[config.mk]
export PLATFORM = sky130hd
export DESIGN_NAME = frame_fetch
export DESIGN_NICKNAME = d
export VERILOG_FILES = /design/src/rtl/frame_fetch_pkg.sv /design/src/rtl/fetch_skid_buf.sv /design/src/rtl/frame_fetch.sv
export SDC_FILE = /design/constraint.sdc
export NUM_CORES = 1
export LEC_CHECK = 0
export BUFFER_PORTS_ARGS = -buffer_cell sky130_fd_sc_hd__buf_2
export CAP_MARGIN = 20
export CORE_ASPECT_RATIO = 2
export CORE_MARGIN = 2
export CORE_UTILIZATION = 25
export CTS_BUF_LIST = sky130_fd_sc_hd__clkbuf_8
export CTS_CLUSTER_DIAMETER = 50
export DETAILED_ROUTE_END_ITERATION = 8
export GPL_TIMING_DRIVEN = 1
export HOLD_SLACK_MARGIN = 0.12
export PLACE_DENSITY = 0.48
export SYNTH_ARGS = -nofsm -noshare
export SYNTH_HDL_FRONTEND = slang
export SYNTH_SLANG_ARGS = --single-unit
[constraint.sdc]
create_clock -name clk -period 6.3 [get_ports clk]
set_clock_uncertainty 0.15 [all_clocks]
set_input_delay 0 -clock clk [delete_from_list [all_inputs] [get_ports clk]]
set_output_delay 0 -clock clk [all_outputs]
set_load 0.05 [all_outputs]
[src/rtl/frame_fetch_pkg.sv]
// Shared types, sizes and address mapping for the frame fetch unit.
// Imported by frame_fetch and fetch_skid_buf.
package frame_fetch_pkg;

    localparam int FRAMES    = 16;
    localparam int FRAME_DIM = 32;
    localparam int PIX_W     = 8;
    localparam int ADDR_W    = 14;
    localparam int CNT_W     = 10;
    localparam int FRAME_W   = $clog2(FRAMES);
    localparam int POS_W     = $clog2(FRAME_DIM);
    localparam int BUF_W     = PIX_W + CNT_W + 1;

    typedef enum logic [1:0] {
        IDLE,
        PARAM,
        FETCH,
        DRAIN
    } state_t;

    // rcnt = {mb[1:0], blk[3:0], pos[3:0]} -> {frame, row, col}
    function automatic logic [ADDR_W-1:0] map_addr(
        input logic [CNT_W-1:0]   rcnt,
        input logic [FRAME_W-1:0] frame
    );
        logic [POS_W-1:0] row;
        logic [POS_W-1:0] col;
        row = {rcnt[9], rcnt[7:6], rcnt[3:2]};
        col = {rcnt[8], rcnt[5:4], rcnt[1:0]};
        return {frame, row, col};
    endfunction

endpackage

[src/rtl/fetch_skid_buf.sv]
// Two-entry valid/ready buffer behind the 1-cycle SRAM read.
// space says a read issued now will find a free slot when it lands.
module fetch_skid_buf
    import frame_fetch_pkg::*;
#(
    parameter int W = BUF_W
) (
    input  logic         clk,
    input  logic         rst,
    input  logic         push,
    input  logic [W-1:0] push_data,
    output logic         out_valid,
    input  logic         out_ready,
    output logic [W-1:0] out_data,
    output logic         space
);

    logic [W-1:0] mem [2];
    logic         wp;
    logic         rp;
    logic [1:0]   count;
    logic         pop;
    logic [2:0]   occ;

    assign out_valid = (count != 2'd0);
    assign out_data  = mem[rp];
    assign pop       = out_valid & out_ready;
    assign occ       = {1'b0, count} + {2'b0, push} - {2'b0, pop};
    assign space     = (occ < 3'd2);

    always_ff @(posedge clk) begin
        if (rst) begin
            wp    <= 1'b0;
            rp    <= 1'b0;
            count <= 2'd0;
        end else begin
            if (push) begin
                mem[wp] <= push_data;
                wp      <= ~wp;
            end
            if (pop) begin
                rp <= ~rp;
            end
            count <= occ[1:0];
        end
    end

endmodule

[src/rtl/frame_fetch.sv]
// Stores the pixel stream into SRAM and replays one frame to the core
// in macroblock / 4x4-block order.
module frame_fetch
    import frame_fetch_pkg::*;
(
    input  logic              clk,
    input  logic              rst,
    input  logic              in_valid_data,
    input  logic [PIX_W-1:0]  data,
    input  logic              in_valid_param,
    input  logic [3:0]        index,
    input  logic              mode,
    input  logic [4:0]        QP,
    output logic [ADDR_W-1:0] sram_addr,
    output logic              sram_we,
    output logic [PIX_W-1:0]  sram_wdata,
    input  logic [PIX_W-1:0]  sram_rdata,
    output logic              pix_valid,
    input  logic              pix_ready,
    output logic [PIX_W-1:0]  pix_data,
    output logic [CNT_W-1:0]  pix_cnt,
    output logic              mb_mode,
    output logic [4:0]        qp_out,
    output logic              pix_last,
    output logic              busy
);

    state_t              state;
    state_t              state_nx;
    logic [ADDR_W-1:0]   wcnt;
    logic [3:0]          modes;
    logic [3:0]          modes_nx;
    logic [4:0]          qp;
    logic [4:0]          qp_nx;
    logic [FRAME_W-1:0]  frame;
    logic [FRAME_W-1:0]  frame_nx;
    logic [2:0]          pcnt;
    logic [2:0]          pcnt_nx;
    logic [CNT_W-1:0]    rcnt;
    logic [CNT_W-1:0]    rcnt_nx;
    logic                rd_pend;
    logic [CNT_W-1:0]    rd_cnt;
    logic                issue;
    logic                space;
    logic                buf_valid;
    logic [BUF_W-1:0]    buf_data;
    logic [PIX_W-1:0]    b_pix;
    logic [CNT_W-1:0]    b_cnt;
    logic                b_last;
    logic                pop;

    assign issue = (state == FETCH) & ~in_valid_data & space;
    assign pop   = buf_valid & pix_ready;
    assign {b_pix, b_cnt, b_last} = buf_data;

    always_ff @(posedge clk) begin
        if (rst) begin
            wcnt <= '0;
        end else if (in_valid_data) begin
            wcnt <= wcnt + ADDR_W'(1);
        end else begin
            wcnt <= '0;
        end
    end

    // The single SRAM port: writes win, reads only in their gaps.
    always_comb begin
        sram_we    = in_valid_data & ~rst;
        sram_wdata = sram_we ? data : '0;
        sram_addr  = '0;
        if (!rst) begin
            if (in_valid_data) begin
                sram_addr = wcnt;
            end else if (issue) begin
                sram_addr = map_addr(rcnt, frame);
            end
        end
    end

    always_ff @(posedge clk) begin
        if (rst) begin
            state   <= IDLE;
            modes   <= '0;
            qp      <= '0;
            frame   <= '0;
            pcnt    <= '0;
            rcnt    <= '0;
            rd_pend <= 1'b0;
            rd_cnt  <= '0;
        end else begin
            state   <= state_nx;
            modes   <= modes_nx;
            qp      <= qp_nx;
            frame   <= frame_nx;
            pcnt    <= pcnt_nx;
            rcnt    <= rcnt_nx;
            rd_pend <= issue;
            rd_cnt  <= rcnt;
        end
    end

    always_comb begin
        state_nx = state;
        modes_nx = modes;
        qp_nx    = qp;
        frame_nx = frame;
        pcnt_nx  = pcnt;
        rcnt_nx  = rcnt;
        unique case (state)
            IDLE: begin
                if (in_valid_param) begin
                    state_nx = PARAM;
                    frame_nx = index;
                    qp_nx    = QP;
                    modes_nx = {3'b000, mode};
                    pcnt_nx  = 3'd1;
                end
            end
            PARAM: begin
                if (in_valid_param) begin
                    if (pcnt != 3'd4) begin
                        modes_nx[pcnt[1:0]] = mode;
                        pcnt_nx = pcnt + 3'd1;
                    end
                end else begin
                    state_nx = FETCH;
                    rcnt_nx  = '0;
                end
            end
            FETCH: begin
                if (issue) begin
                    rcnt_nx = rcnt + CNT_W'(1);
                    if (rcnt == '1) begin
                        state_nx = DRAIN;
                    end
                end
            end
            DRAIN: begin
                if (pop && b_last) begin
                    state_nx = IDLE;
                end
            end
            default: state_nx = IDLE;
        endcase
    end

    fetch_skid_buf #(
        .W (BUF_W)
    ) u_buf (
        .clk       (clk),
        .rst       (rst),
        .push      (rd_pend),
        .push_data ({sram_rdata, rd_cnt, rd_cnt == '1}),
        .out_valid (buf_valid),
        .out_ready (pix_ready),
        .out_data  (buf_data),
        .space     (space)
    );

    assign pix_valid = buf_valid;
    assign pix_data  = buf_valid ? b_pix : '0;
    assign pix_cnt   = buf_valid ? b_cnt : '0;
    assign pix_last  = buf_valid & b_last;
    assign mb_mode   = buf_valid & modes[b_cnt[9:8]];
    assign qp_out    = buf_valid ? qp : '0;
    assign busy      = (state != IDLE);

endmodule
==> results of run 1 <==
## repair_timing
action / in CTS / in global routing
hold endpoints to repair: 58 / 0
hold buffers: 37 / 0
setup endpoints to repair: 0 / 0
## layout by cell type (no fill, tap or decap), drive strengths merged, types with 2 or more instances in the layout
cell / instances
nand2: 26
buf: 83
nor2: 42
dlygate4sd3: 37
or4: 2
clkbuf: 9
mux2i: 20
nand2b: 2
ha: 12
a21oi: 25
nand4: 7
o21ai: 15
nand4b: 3
nor3: 8
xor2: 4
clkinv: 3
nor4: 3
a31oi: 5
edfxtp: 38
inv: 17
and2: 13
a22o: 13
dfxtp: 58
clkinvlp: 2
and2b: 3
or3: 2
and4: 3
and3: 5
xnor2: 8
nor2b: 16
a311oi: 3
nand3: 17
## cell families after synthesis
logic type      count (synthesis)
mux                            21
flops                          96
simple gates                  154
fa+ha+maj                      13
buf+inv                        34
xor+xnor                       12
compound gates                 73
## registers in the layout, summed over array words and instances (netlist names), named ones only
register,count
rd_pend,1
state,2
u_buf.wp,1
rcnt,10
u_buf.mem,38
frame,4
u_buf.rp,1
rd_cnt,10
wcnt,14
u_buf.count,2
pcnt,3
modes,4
qp,5
## cells in the mapped netlist (3+ instances only)
master                     number  area share [%]
sky130_fd_sc_hd__xor2_1         4            0.82
sky130_fd_sc_hd__o21ai_0       15             1.8
sky130_fd_sc_hd__clkbuf_1       7            0.62
sky130_fd_sc_hd__dfxtp_1       58              27
sky130_fd_sc_hd__buf_2          4            0.47
sky130_fd_sc_hd__and2_1        13             1.9
sky130_fd_sc_hd__nor2_1        41             3.6
sky130_fd_sc_hd__a22o_1        13             2.7
sky130_fd_sc_hd__buf_1          4            0.35
sky130_fd_sc_hd__xnor2_1        7             1.4
sky130_fd_sc_hd__nand2_1       26             2.3
sky130_fd_sc_hd__nand4_1        6            0.88
sky130_fd_sc_hd__inv_1         15             1.3
sky130_fd_sc_hd__edfxtp_1      38              27
sky130_fd_sc_hd__a311oi_1       3            0.62
sky130_fd_sc_hd__and2b_1        3            0.53
sky130_fd_sc_hd__and3_1         5            0.74
sky130_fd_sc_hd__nand4b_1       3            0.62
sky130_fd_sc_hd__a21oi_1       24             2.8
sky130_fd_sc_hd__and4_1         3            0.62
sky130_fd_sc_hd__nand3_1       17             2.0
sky130_fd_sc_hd__nor3_1         7            0.82
sky130_fd_sc_hd__nor2b_1       16             2.4
sky130_fd_sc_hd__a31oi_1        5            0.74
sky130_fd_sc_hd__ha_1          12             3.5
sky130_fd_sc_hd__mux2i_1       20             4.7
## power by group
part           switching [mW]  internal (mW)  total [mW]
logic                   0.423          0.197       0.620
registers              0.0269          0.678       0.704
clock network           0.213          0.180       0.393
## stage by stage
stage	setup WS, ns	util [%]
3_3_place_gp	2.93	29.0
3_5_place_dp	2.81	29.1
2_1_floorplan	3.30	-
4_1_cts	2.40	32.5
6_report	2.48	32.5
5_1_grt	2.15	32.5
## layout make-up
class                      instances  area (µm²)  area share, %
multi-input combinational        273        1800           33.3
sequential                        96        2300           42.5
clock buffer                       9         124           2.29
tap                              207         259           4.78
timing repair buffer             120         801           14.8
clock inverter                     7        65.1           1.20
inverter                          16        60.1           1.11
## metal layers
layer / vias to the layer above / routed length, µm / track usage, %
met3: 13 / 314 / 2.16
met4: 0 / 236 / 4.84
met5: - / 0 / 0
met2: 64 / 5960 / 22.4
li1: 1667 / - / -
met1: 1596 / 4130 / 13.1
## critical path, stage by stage, from the launching register on
cell,delay (ns)
sky130_fd_sc_hd__dfxtp_1,0.39
sky130_fd_sc_hd__o21ai_0,0.35
sky130_fd_sc_hd__inv_1,0.08
sky130_fd_sc_hd__ha_1,0.29
sky130_fd_sc_hd__inv_1,0.05
sky130_fd_sc_hd__ha_1,0.13
sky130_fd_sc_hd__inv_1,0.05
sky130_fd_sc_hd__fa_1,0.50
sky130_fd_sc_hd__and2b_1,0.24
sky130_fd_sc_hd__nand2_1,0.15
sky130_fd_sc_hd__nor3_4,0.53
sky130_fd_sc_hd__a22o_1,0.26
sky130_fd_sc_hd__buf_2,0.27
## worst max path at each step
stage,from,endpoint,cells after the start
2_1_floorplan,u_buf.count[1],sram_addr[10],12
3_3_place_gp,u_buf.count[1],sram_addr[0],12
3_5_place_dp,u_buf.count[1],sram_addr[0],12
4_1_cts,u_buf.count[1],sram_addr[0],12
5_1_grt,u_buf.count[1],sram_addr[7],12
6_report,u_buf.count[1],sram_addr[13],12
==> implementation parameters, run 1 <==
Parameter                              Value

Layout
  Growth of design area from synthesis to finish    27.5%
  Number of nets in the layout    560
  Fill cells    1742
  Diode count    0
  Cell Count, Final, Fillers Out    728
  Share of layout cells above drive strength 1    20.9%
  Post-route cell area    5420 µm²

Timing
  Final critical delay including setup and external delays    3.82 ns
  Setup repair after global routing missed its margin    no
  Setup TNS    0 ns
  Pin slew with the least headroom to its limit    1.01 ns
  Final number of max-transition violations    0
  Final setup violation count    0
  Achievable clock frequency    262 MHz
  Worst rel slew slack    32.4%
  Hold violation count in the final report    0
  Minimum hold slack    0.218 ns
  Final critical-path share of the clock period    60.7%

Die
  Ports placed on the boundary    81
  Die height    188 µm
  Die area    18100 µm²
  Placeable core region    16700 µm²
  Standard-cell row count    67
  Die X    96.2 µm
  Initial core utilization    25.5%

Power
  P_leak    2.09 nW
  Power per Cell Area    317 nW/µm²
  Post-layout power    1.72 mW
  Peak supply drop    0.0998 mV

Detailed routing
  Detailed Route Iter0 Violations    128
  Number of detailed-routing iterations run before antenna repair    4
  Vias/cell    4.59
  Wire length per cell    14.6 µm
  DRC errors left    0
  Via count    3340
  Number of antenna-violating nets in the routed design    0
  Wirelength, routed    10600 µm

CTS
  CTS tree    built
  CTS Root Buffer Type    sky130_fd_sc_hd__clkbuf_8
  Total clock buffers created by CTS    9
  Clock transition at path regs    0.09 ns
  Clock insertion delay at the later pin of the skew report    0.35 ns
  Total number of clock tree sinks    96
  Clock tree buffer depth    2
  Count of H-tree levels built during CTS    3
  Setup Fix Bufs, Post-CTS    0
  Number of instances resized during post-cts repair    0

Synthesis
  Number of instances in the synthesized netlist    403
  Synthesized flop and latch total    96
  Total number of yosys warnings    0
  Mapped cell area    4250 µm²
  Area share of fa/ha/maj cells after synthesis    4.01%
  Number of enable-type register cells in the synthesized netlist    38
  Count of distinct cell types in the synthesized netlist    55
  Prevailing post-synth register cell    sky130_fd_sc_hd__dfxtp_1
  Net count after synthesis    447
  Syn Area/Cell    10.5 µm²
  Largest family of logic cells by synthesized area    simple AND/OR/NAND/NOR gates
  Fraction of synthesis flops using an asynchronous set or reset pin    0%
  Xor/xnor share of the synthesized area    2.65%
  Simple-gate area share of the yosys netlist    19.2%
  Sequential-to-total area share from yosys stat    54.2%
  Multiplexer area fraction after synthesis    5.24%
  Compound-cell area share of the yosys netlist    11.3%

Global route
  Global-route wire length before repair    17100 µm
  GRT Overall Usage    12.1%
  Sum of overflow across all layers after global routing    0
  Number of antenna violations at the first check in global routing    0
  Number of global-route vias before repair    3403
  Maximum number of pins on one net before global-route repair    43

Placed design
  GPL Wtd Cong    0.825
  Placed Cells    675
  Cell area after placement    4860 µm²
  Detailed placement HPWL    7630 µm
  Number of buffers added on ports    80

Critical path
  Arrival time at the worst endpoint    3.67 ns
  Path type of the worst setup path    register to output port
  Worst-path maximum fanout    14
  Worst R2R Setup Slack    3.15 ns
  Crit Reg-Reg Startpoint    u_buf.count[1]
  Critical path required time    6.15 ns
  Worst Setup End Kind    output port
  Number of cells on the worst reg-to-reg path    11
  R2r endpoint    rcnt[6]
  Startpoint kind of the worst setup timing path    register

Worst hold path
  Type of the worst min-delay path    input port to register
  Worst Hold Launch    sram_rdata[5]
  Worst hold path endpoint    u_buf.mem[0][16]
  Number of cells on the worst hold path    2

Run
  Number of max-capacitance violations reported    0

Outcome
  Result of the run    completed
(Power assumes the default switching activity.)
==> run 2, diff against run 1 <==
- ABC_AREA: not set -> 1
- clock period: 6.3 -> 3.99 ns (I/O delays scaled with it)
==> run 2 against run 1 <==
Cell count rose by 11%. Utilization fell by 0.83 points. Non-clock buffer count fell by 14. Die area fell by 0.97%. Wire length fell by 4.3%. Combinational power rose by 89%. Worst setup slack got worse by 1.8 ns.
==> implementation parameters, run 2 <==
Parameter                              Value

CTS
  Total clock buffers created by CTS    9 (unchanged)
  Setup Fix Bufs, Post-CTS    0 (unchanged)
  Count of H-tree levels built during CTS    3 (unchanged)
  CTS Root Buffer Type    sky130_fd_sc_hd__clkbuf_8
  CTS tree    built
  Total number of clock tree sinks    96 (unchanged)
  Clock transition at path regs    0.10 ns (about the same)
  Clock insertion delay at the later pin of the skew report    0.36 ns (about the same)
  Clock tree buffer depth    2 (unchanged)

Layout
  Leading registers by flop count    u_buf.mem: 38 flops, wcnt: 14 flops
  Number of flip-flops under the largest register name    38 (unchanged)
  Diode count    0 (unchanged)
  Number of nets in the layout    641 (+14%)
  Share of layout cells above drive strength 1    19.1% (-1.8 points)
  Cell Count, Final, Fillers Out    809 (+11%)
  Most common cell after layout, fill and taps aside    sky130_fd_sc_hd__nand2_1
  Growth of design area from synthesis to finish    24.9%
  Highest-count cells in the layout ignoring fill and taps    sky130_fd_sc_hd__nand2_1 (99), sky130_fd_sc_hd__buf_2 (80), sky130_fd_sc_hd__inv_1 (70), sky130_fd_sc_hd__nor2_1 (62), sky130_fd_sc_hd__dfxtp_1 (58)
  Register with the most flip-flops    u_buf.mem

Synthesis
  Total number of yosys warnings    0 (unchanged)
  Fraction of synthesized cell area taken by the top area cell type    27.6% (+0.28 points)
  Commonest cells in the synthesized netlist    sky130_fd_sc_hd__nand2_1 (99), sky130_fd_sc_hd__inv_1 (70), sky130_fd_sc_hd__nor2_1 (63), sky130_fd_sc_hd__dfxtp_1 (58), sky130_fd_sc_hd__a21oi_1 (43)
  Prevailing post-synth register cell    sky130_fd_sc_hd__dfxtp_1
  Cell type with the highest aggregate area in the netlist    sky130_fd_sc_hd__dfxtp_1
  Sequential-to-total area share from yosys stat    54.8% (+0.55 points)
  Syn Area/Cell    8.51 µm² (-19%)
  Mapped cell area    4200 µm² (-1.0%)
  Number of enable-type register cells in the synthesized netlist    38 (unchanged)
  Net count after synthesis    538 (+20%)
  Number of instances in the synthesized netlist    494 (+23%)
  Count of distinct cell types in the synthesized netlist    36 (-35%)
  Most common cell in the netlist    sky130_fd_sc_hd__nand2_1
  Cell types occupying the most area after synthesis    sky130_fd_sc_hd__dfxtp_1 (28%), sky130_fd_sc_hd__edfxtp_1 (27%), sky130_fd_sc_hd__nand2_1 (8.8%)
  Synthesized flop and latch total    96 (unchanged)
  Fraction of synthesis flops using an asynchronous set or reset pin    0% (unchanged)

Timing
  Setup repair after global routing missed its margin    no
  Final critical-path share of the clock period    82.7%
  Final critical delay including setup and external delays    3.30 ns
  Worst rel slew slack    30.5% (-2.0 points)
  Final setup violation count    0 (unchanged)
  Setup TNS    0 ns (unchanged)
  Pin slew with the least headroom to its limit    1.04 ns (+0.0283 ns)
  Final number of max-transition violations    0 (unchanged)
  Achievable clock frequency    303 MHz
  Hold violation count in the final report    0 (unchanged)

Detailed routing
  Number of detailed-routing iterations run before antenna repair    4 (unchanged)
  Wire length per cell    12.6 µm (-14%)
  Detailed Route Iter0 Violations    134 (+4.7%)
  DRC errors left    0 (unchanged)
  Vias/cell    4.32 (-5.9%)
  Wirelength, routed    10200 µm (-4.3%)
  Number of antenna-violating nets in the routed design    0 (unchanged)
  Via count    3493 (+4.6%)

Worst hold path
  Type of the worst min-delay path    input port to register
  Worst Hold Launch    sram_rdata[3]
  Number of cells on the worst hold path    2 (unchanged)
  Worst hold path endpoint    u_buf.mem[1][14]

Placed design
  Number of buffers added on ports    80 (unchanged)
  GPL Wtd Cong    0.810 (-1.9%)
  Detailed placement HPWL    7240 µm (-5.1%)
  Placed Cells    771 (+14%)

Critical path
  Worst-path maximum fanout    11 (-3)
  Largest delay contributor family on the critical path    simple AND/OR/NAND/NOR gates
  Worst Setup End Kind    output port
  Worst R2R Setup Slack    0.97 ns (-2.18 ns)
  CP max-delay cell    sky130_fd_sc_hd__fa_1
  Max incr delay on CP    0.51 ns (-0.02 ns)
  Critical-path cell list    nor2_2 -> nor2_1 -> ha_1 -> inv_1 -> ha_1 -> inv_1 -> fa_1 -> nand2_1 -> nor2_2 -> nand2_2 -> nor2_2 -> nand2_1 -> o21ai_0 -> buf_2
  Arrival time at the worst endpoint    3.15 ns (-0.52 ns)
  R2r endpoint    rcnt[3]
  Worst path bufs/invs    3 (-1)
  Number of cells on the worst reg-to-reg path    16 (+5)
  Crit Reg-Reg Startpoint    u_buf.count[1]
  Critical path required time    3.84 ns (-2.31 ns)
  Worst path most repeated cell    sky130_fd_sc_hd__nor2_2
  Path type of the worst setup path    register to output port
  Startpoint kind of the worst setup timing path    register

Global route
  Routing layer with the top usage in global route    met2
  Grt met2 use    20.4% (-2.0 points)
  Global-route wire length before repair    16600 µm (-2.7%)
  Number of antenna violations at the first check in global routing    0 (unchanged)
  Met1 demand-to-capacity share in global routing    14.4% (+1.3 points)
  GRT Overall Usage    11.9% (-0.24 points)
  Met3 track demand over resource    2.14% (-0.024 points)
  Maximum number of pins on one net before global-route repair    29 (-33%)
  Sum of overflow across all layers after global routing    0 (unchanged)
  Number of global-route vias before repair    3518 (+3.4%)

Power
  Relative contribution of the clock network to total power    21.7% (-1.2 points)
  Proportion of power drawn by combinational gates    39.8% (+3.7 points)
  Switching component of the power    1.28 mW (+93%)
  Sw Share    43.5% (+4.9 points)
  Internal power    1.66 mW (+58%)
  Part of the power in registers    38.5% (-2.5 points)
  Peak supply drop    0.165 mV (+65%)
  Post-layout power    2.94 mW (+71%)
  Power per Cell Area    560 nW/µm² (+77%)
  P_leak    2.23 nW (+6.9%)

Die
  Placeable core region    16600 µm² (-0.50%)
  Ports placed on the boundary    81 (unchanged)
  Initial core utilization    25.3% (-0.13 points)
  Die X    95.7 µm (-0.48%)
  Die area    17900 µm² (-0.97%)
  Standard-cell row count    67 (unchanged)
  Die height    187 µm (-0.49%)

Outcome
  Result of the run    completed

Run
  Number of max-capacitance violations reported    0 (unchanged)
## run 2: logic make-up after synthesis
family | count (synthesis) | share of synthesized area (%)
simple gates | 197 | 19.3
compound gates | 98 | 13.1
flops | 96 | 54.8
buf+inv | 86 | 7.95
fa+ha+maj | 13 | 4.05
xor+xnor | 3 | 0.625
mux | 1 | 0.238
## run 2: what timing repair did
item | 4_1_cts | 5_1_grt
gates resized for setup | 0 | 0
hold buffers | 22 | 0
endpoints found under the hold margin | 56 | 0
## run 2: power by group through the flow
| stage | combinational [mW] | sequential [mW] | clock [mW] |
|---|---|---|---|
| after floorplan | 0.889 | 1.15 | 0 |
| after global placement | 1.16 | 1.16 | 0 |
| after detailed placement | 1.18 | 1.16 | 0 |
| after CTS | 1.20 | 1.13 | 0.671 |
| after global routing | 1.29 | 1.14 | 0.707 |
| final | 1.17 | 1.13 | 0.638 |
## run 2: stage by stage
stage | util [%] | area, µm² | hold WS [ns] | worst slack (ns)
after global routing | 31.6 | 5250 | 0.198 | 0.395
after floorplan | - | 4200 | -0.0511 | 0.544
final | 31.6 | 5250 | 0.207 | 0.691
after global placement | 29.1 | 4840 | 0.0405 | 1.06
after CTS | 31.6 | 5250 | 0.184 | 0.605
after detailed placement | 29.1 | 4840 | 0.0428 | 0.984
## run 2: final cells by class
type,count,area (µm²)
fill,1783,11300
sequential,96,2300
multi-input combinational,312,1580
timing repair buffer,106,651
inverter,72,270
tap,207,259
clock buffer,9,124
clock inverter,7,68.8
## run 2: how the worst max path moves through the flow
stage	slack, ns	startpoint	cells past startpoint	to
6_report	0.69	u_buf.count[1]	14	sram_addr[11]
2_1_floorplan	0.54	u_buf.count[1]	12	sram_addr[3]
3_5_place_dp	0.98	u_buf.count[1]	16	rcnt[3]
3_3_place_gp	1.06	u_buf.count[1]	16	rcnt[3]
4_1_cts	0.61	u_buf.count[1]	14	sram_addr[12]
5_1_grt	0.40	u_buf.count[1]	14	sram_addr[12]
## run 2: metal layers
layer,wire (µm),vias up,part of all wire (%)
met5,0,-,0
met4,116,0,1.1
met3,467,12,4.6
met2,5130,89,50
met1,4470,1571,44
li1,-,1821,-
## run 2: worst register-to-register path, delay by kind of cell (launching register included)
kind	cells	cell delay [ns]
and+or+nand+nor	8	1.08
adders and majority gates	3	0.92
DFF	1	0.42
AOI/OAI and AO/OA	2	0.23
buffers and inverters	3	0.13
==> run 3, diff against run 2 <==
- ABC_AREA: 1 -> 0
- clock period: 3.99 -> 3.4 ns (I/O delays scaled with it)
==> run 3 against run 2 <==
Worst hold slack got worse by 0.0038 ns. Flip-flop and latch count did not move. First-iteration DRC count rose by 31%. Sequential power rose by 18%. Cell count fell by 8.3%. Register-to-register slack got worse by 0.54 ns. Largest power group is now sequential cells. Largest cell class unchanged. Design area rose by 6.7%. Critical endpoint is now sram_addr[0].
==> implementation parameters, run 3 (same netlist as run 1, synthesis figures left out) <==
Parameter                              Value

Layout
  Register with the most flip-flops    u_buf.mem
  Leading registers by flop count    u_buf.mem: 38 flops, wcnt: 14 flops
  Diode count    0 (unchanged)
  Area used by sequential logic in the layout    2310 µm² (+0.22%)
  Multi-input combinational cell area    1830 µm² (+16%)
  Number of flip-flops under the largest register name    38 (unchanged)
  Growth of design area from synthesis to finish    32.0%
  Fill cells    1735 (-2.7%)
  Share of layout cells above drive strength 1    23.6% (+4.4 points)
  Number of nets in the layout    574 (-10%)
  Most common cell after layout, fill and taps aside    sky130_fd_sc_hd__buf_2
  Post-Route Utilization    33.6% (+2.0 points)
  Highest-count cells in the layout ignoring fill and taps    sky130_fd_sc_hd__buf_2 (67), sky130_fd_sc_hd__dfxtp_1 (56), sky130_fd_sc_hd__dlygate4sd3_1 (41), sky130_fd_sc_hd__nor2_1 (40), sky130_fd_sc_hd__edfxtp_1 (38)

Global route
  GRT Overall Usage    12.1% (+0.23 points)
  Grt met2 use    22.5% (+2.0 points)
  Number of antenna violations at the first check in global routing    0 (unchanged)
  Maximum number of pins on one net before global-route repair    42 (+45%)
  Sum of overflow across all layers after global routing    0 (unchanged)
  Global-route wire length before repair    17000 µm (+2.4%)
  Met3 track demand over resource    2.36% (+0.22 points)
  Number of global-route vias before repair    3483 (-0.99%)
  Routing layer with the top usage in global route    met2
  Met1 demand-to-capacity share in global routing    12.5% (-1.8 points)

Worst hold path
  Number of cells on the worst hold path    2 (unchanged)
  Worst hold path endpoint    u_buf.mem[0][15]
  Type of the worst min-delay path    input port to register
  Worst Hold Launch    sram_rdata[4]

Detailed routing
  Number of detailed-routing iterations run before antenna repair    4 (unchanged)
  Wirelength, routed    11000 µm (+8.1%)
  Detailed Route Iter0 Violations    175 (+31%)
  DRC errors left    0 (unchanged)
  Number of antenna-violating nets in the routed design    0 (unchanged)
  Via count    3473 (-0.57%)
  Wire length per cell    14.8 µm (+18%)
  Vias/cell    4.68 (+8.4%)

Die
  Die X    96.2 µm (+0.49%)
  Placeable core region    16700 µm² (+0.50%)
  Initial core utilization    25.5% (+0.13 points)
  Standard-cell row count    67 (unchanged)
  Die height    188 µm (+0.49%)
  Ports placed on the boundary    81 (unchanged)
  Die area    18100 µm² (+0.98%)

Critical path
  Arrival time at the worst endpoint    3.09 ns (-0.06 ns)
  Path type of the worst setup path    register to output port
  Worst path most repeated cell    sky130_fd_sc_hd__inv_1
  Startpoint kind of the worst setup timing path    register
  Critical path required time    3.25 ns (-0.59 ns)
  Critical-path cell list    o21ai_4 -> inv_1 -> ha_1 -> inv_1 -> ha_1 -> inv_1 -> fa_2 -> and2b_2 -> nand2_1 -> nor3_4 -> buf_6 -> a22o_1 -> buf_6
  R2r endpoint    rcnt[6]
  Worst-path maximum fanout    7 (-4)
  Worst R2R Setup Slack    0.43 ns (-0.54 ns)
  Crit Reg-Reg Startpoint    u_buf.count[0]
  Max incr delay on CP    0.54 ns (+0.03 ns)
  Crit path launch    u_buf.count[0]
  CP max-delay cell    sky130_fd_sc_hd__fa_2
  Worst Setup End Kind    output port
  Number of cells on the worst reg-to-reg path    12 (-4)

Timing
  Final critical-path share of the clock period    95.2%
  Worst rel slew slack    36.3% (+5.8 points)
  Minimum setup slack in the final design    0.165 ns (-0.526 ns)
  Pin slew with the least headroom to its limit    0.955 ns (-0.0864 ns)
  Hold violation count in the final report    0 (unchanged)
  Final setup violation count    0 (unchanged)
  Achievable clock frequency    309 MHz
  Final critical delay including setup and external delays    3.24 ns
  Final number of max-transition violations    0 (unchanged)
  Minimum hold slack    0.203 ns (-0.00383 ns)

Placed design
  GPL Wtd Cong    0.831 (+2.6%)
  Number of buffers added on ports    80 (unchanged)
  Detailed placement HPWL    7780 µm (+7.4%)
  Placement-stage worst setup slack    0.154 ns (-0.831 ns)

Outcome
  Result of the run    completed

CTS
  Clock tree buffer depth    2 (unchanged)
  Clock insertion delay at the later pin of the skew report    0.36 ns (about the same)
  Count of H-tree levels built during CTS    3 (unchanged)
  Total clock buffers created by CTS    9 (unchanged)
  Total number of clock tree sinks    96 (unchanged)
  Clock transition at path regs    0.10 ns (about the same)
  CTS tree    built
  CTS Root Buffer Type    sky130_fd_sc_hd__clkbuf_8

Power
  Power per Cell Area    583 nW/µm² (+4.0%)
  Peak supply drop    0.232 mV (+41%)
  P_leak    2.16 nW (-3.5%)

Run
  Number of max-capacitance violations reported    0 (unchanged)
## run 3: cell types whose count changed in the layout (fill, tap and decap cells not counted), moves of 22 or more
cell	previous run	this run
sky130_fd_sc_hd__nand2_1	99	26
sky130_fd_sc_hd__inv_1	70	16
sky130_fd_sc_hd__nor2_1	62	40
sky130_fd_sc_hd__o21ai_0	36	14
## run 3: worst max-delay path by stage
stage,end,slack [ns],cells after the start
5_1_grt,sram_addr[2],-0.04,13
2_1_floorplan,sram_addr[10],0.40,12
3_3_place_gp,sram_addr[0],0.28,13
6_report,sram_addr[0],0.16,13
4_1_cts,sram_addr[0],0.04,13
3_5_place_dp,sram_addr[0],0.15,13
## run 3: report_power, final
part           internal (mW)  switching (mW)
Clock                  0.265           0.412
Combinational          0.450           0.812
Sequential              1.26          0.0668
Total                   1.97            1.29
## run 3: per-layer routing
metal  part of all wire (%)  wire length, µm  up-vias
li1                       -                -     1693
met1                     38             4220     1664
met2                     55             6100       88
met3                    3.2              352       28
met4                    3.2              348        0
met5                      0                0        -
## run 3: cell type report
cell class	instances	area share [%]
flip-flops and latches	96	41.2
well taps	207	4.62
clock inverters	7	0.871
repair buffers	134	17.4
multi-input cells	273	32.7
inverters	16	1.07
clock buffers	9	2.21
## run 3: timing repair
item / CTS / global route
hold endpoints to repair: 66 / 0
hold buffers: 41 / 0
gates resized for setup: 16 / 17
setup buffers: 0 / 6
gates cloned: 0 / 1
endpoints found under the setup margin: 14 / 14
pin swaps: 0 / 2
## run 3: through the flow
step	instance area (µm²)	setup TNS (ns)	total power, mW	std cells
2_1_floorplan	4250	0	2.15	403
3_3_place_gp	4870	0	2.41	678
3_5_place_dp	4870	0	2.43	678
4_1_cts	5490	0	3.18	735
5_1_grt	5600	-0.423	3.45	742
6_report	5600	0	3.27	742
## run 3: worst max-delay path, delay by kind of cell (launching register included)
family | cells | cell delay [ns]
AOI/OAI and AO/OA | 2 | 0.34
adders and majority gates | 3 | 0.96
buffers and inverters | 5 | 0.51
DFF | 1 | 0.36
and+or+nand+nor | 3 | 0.53
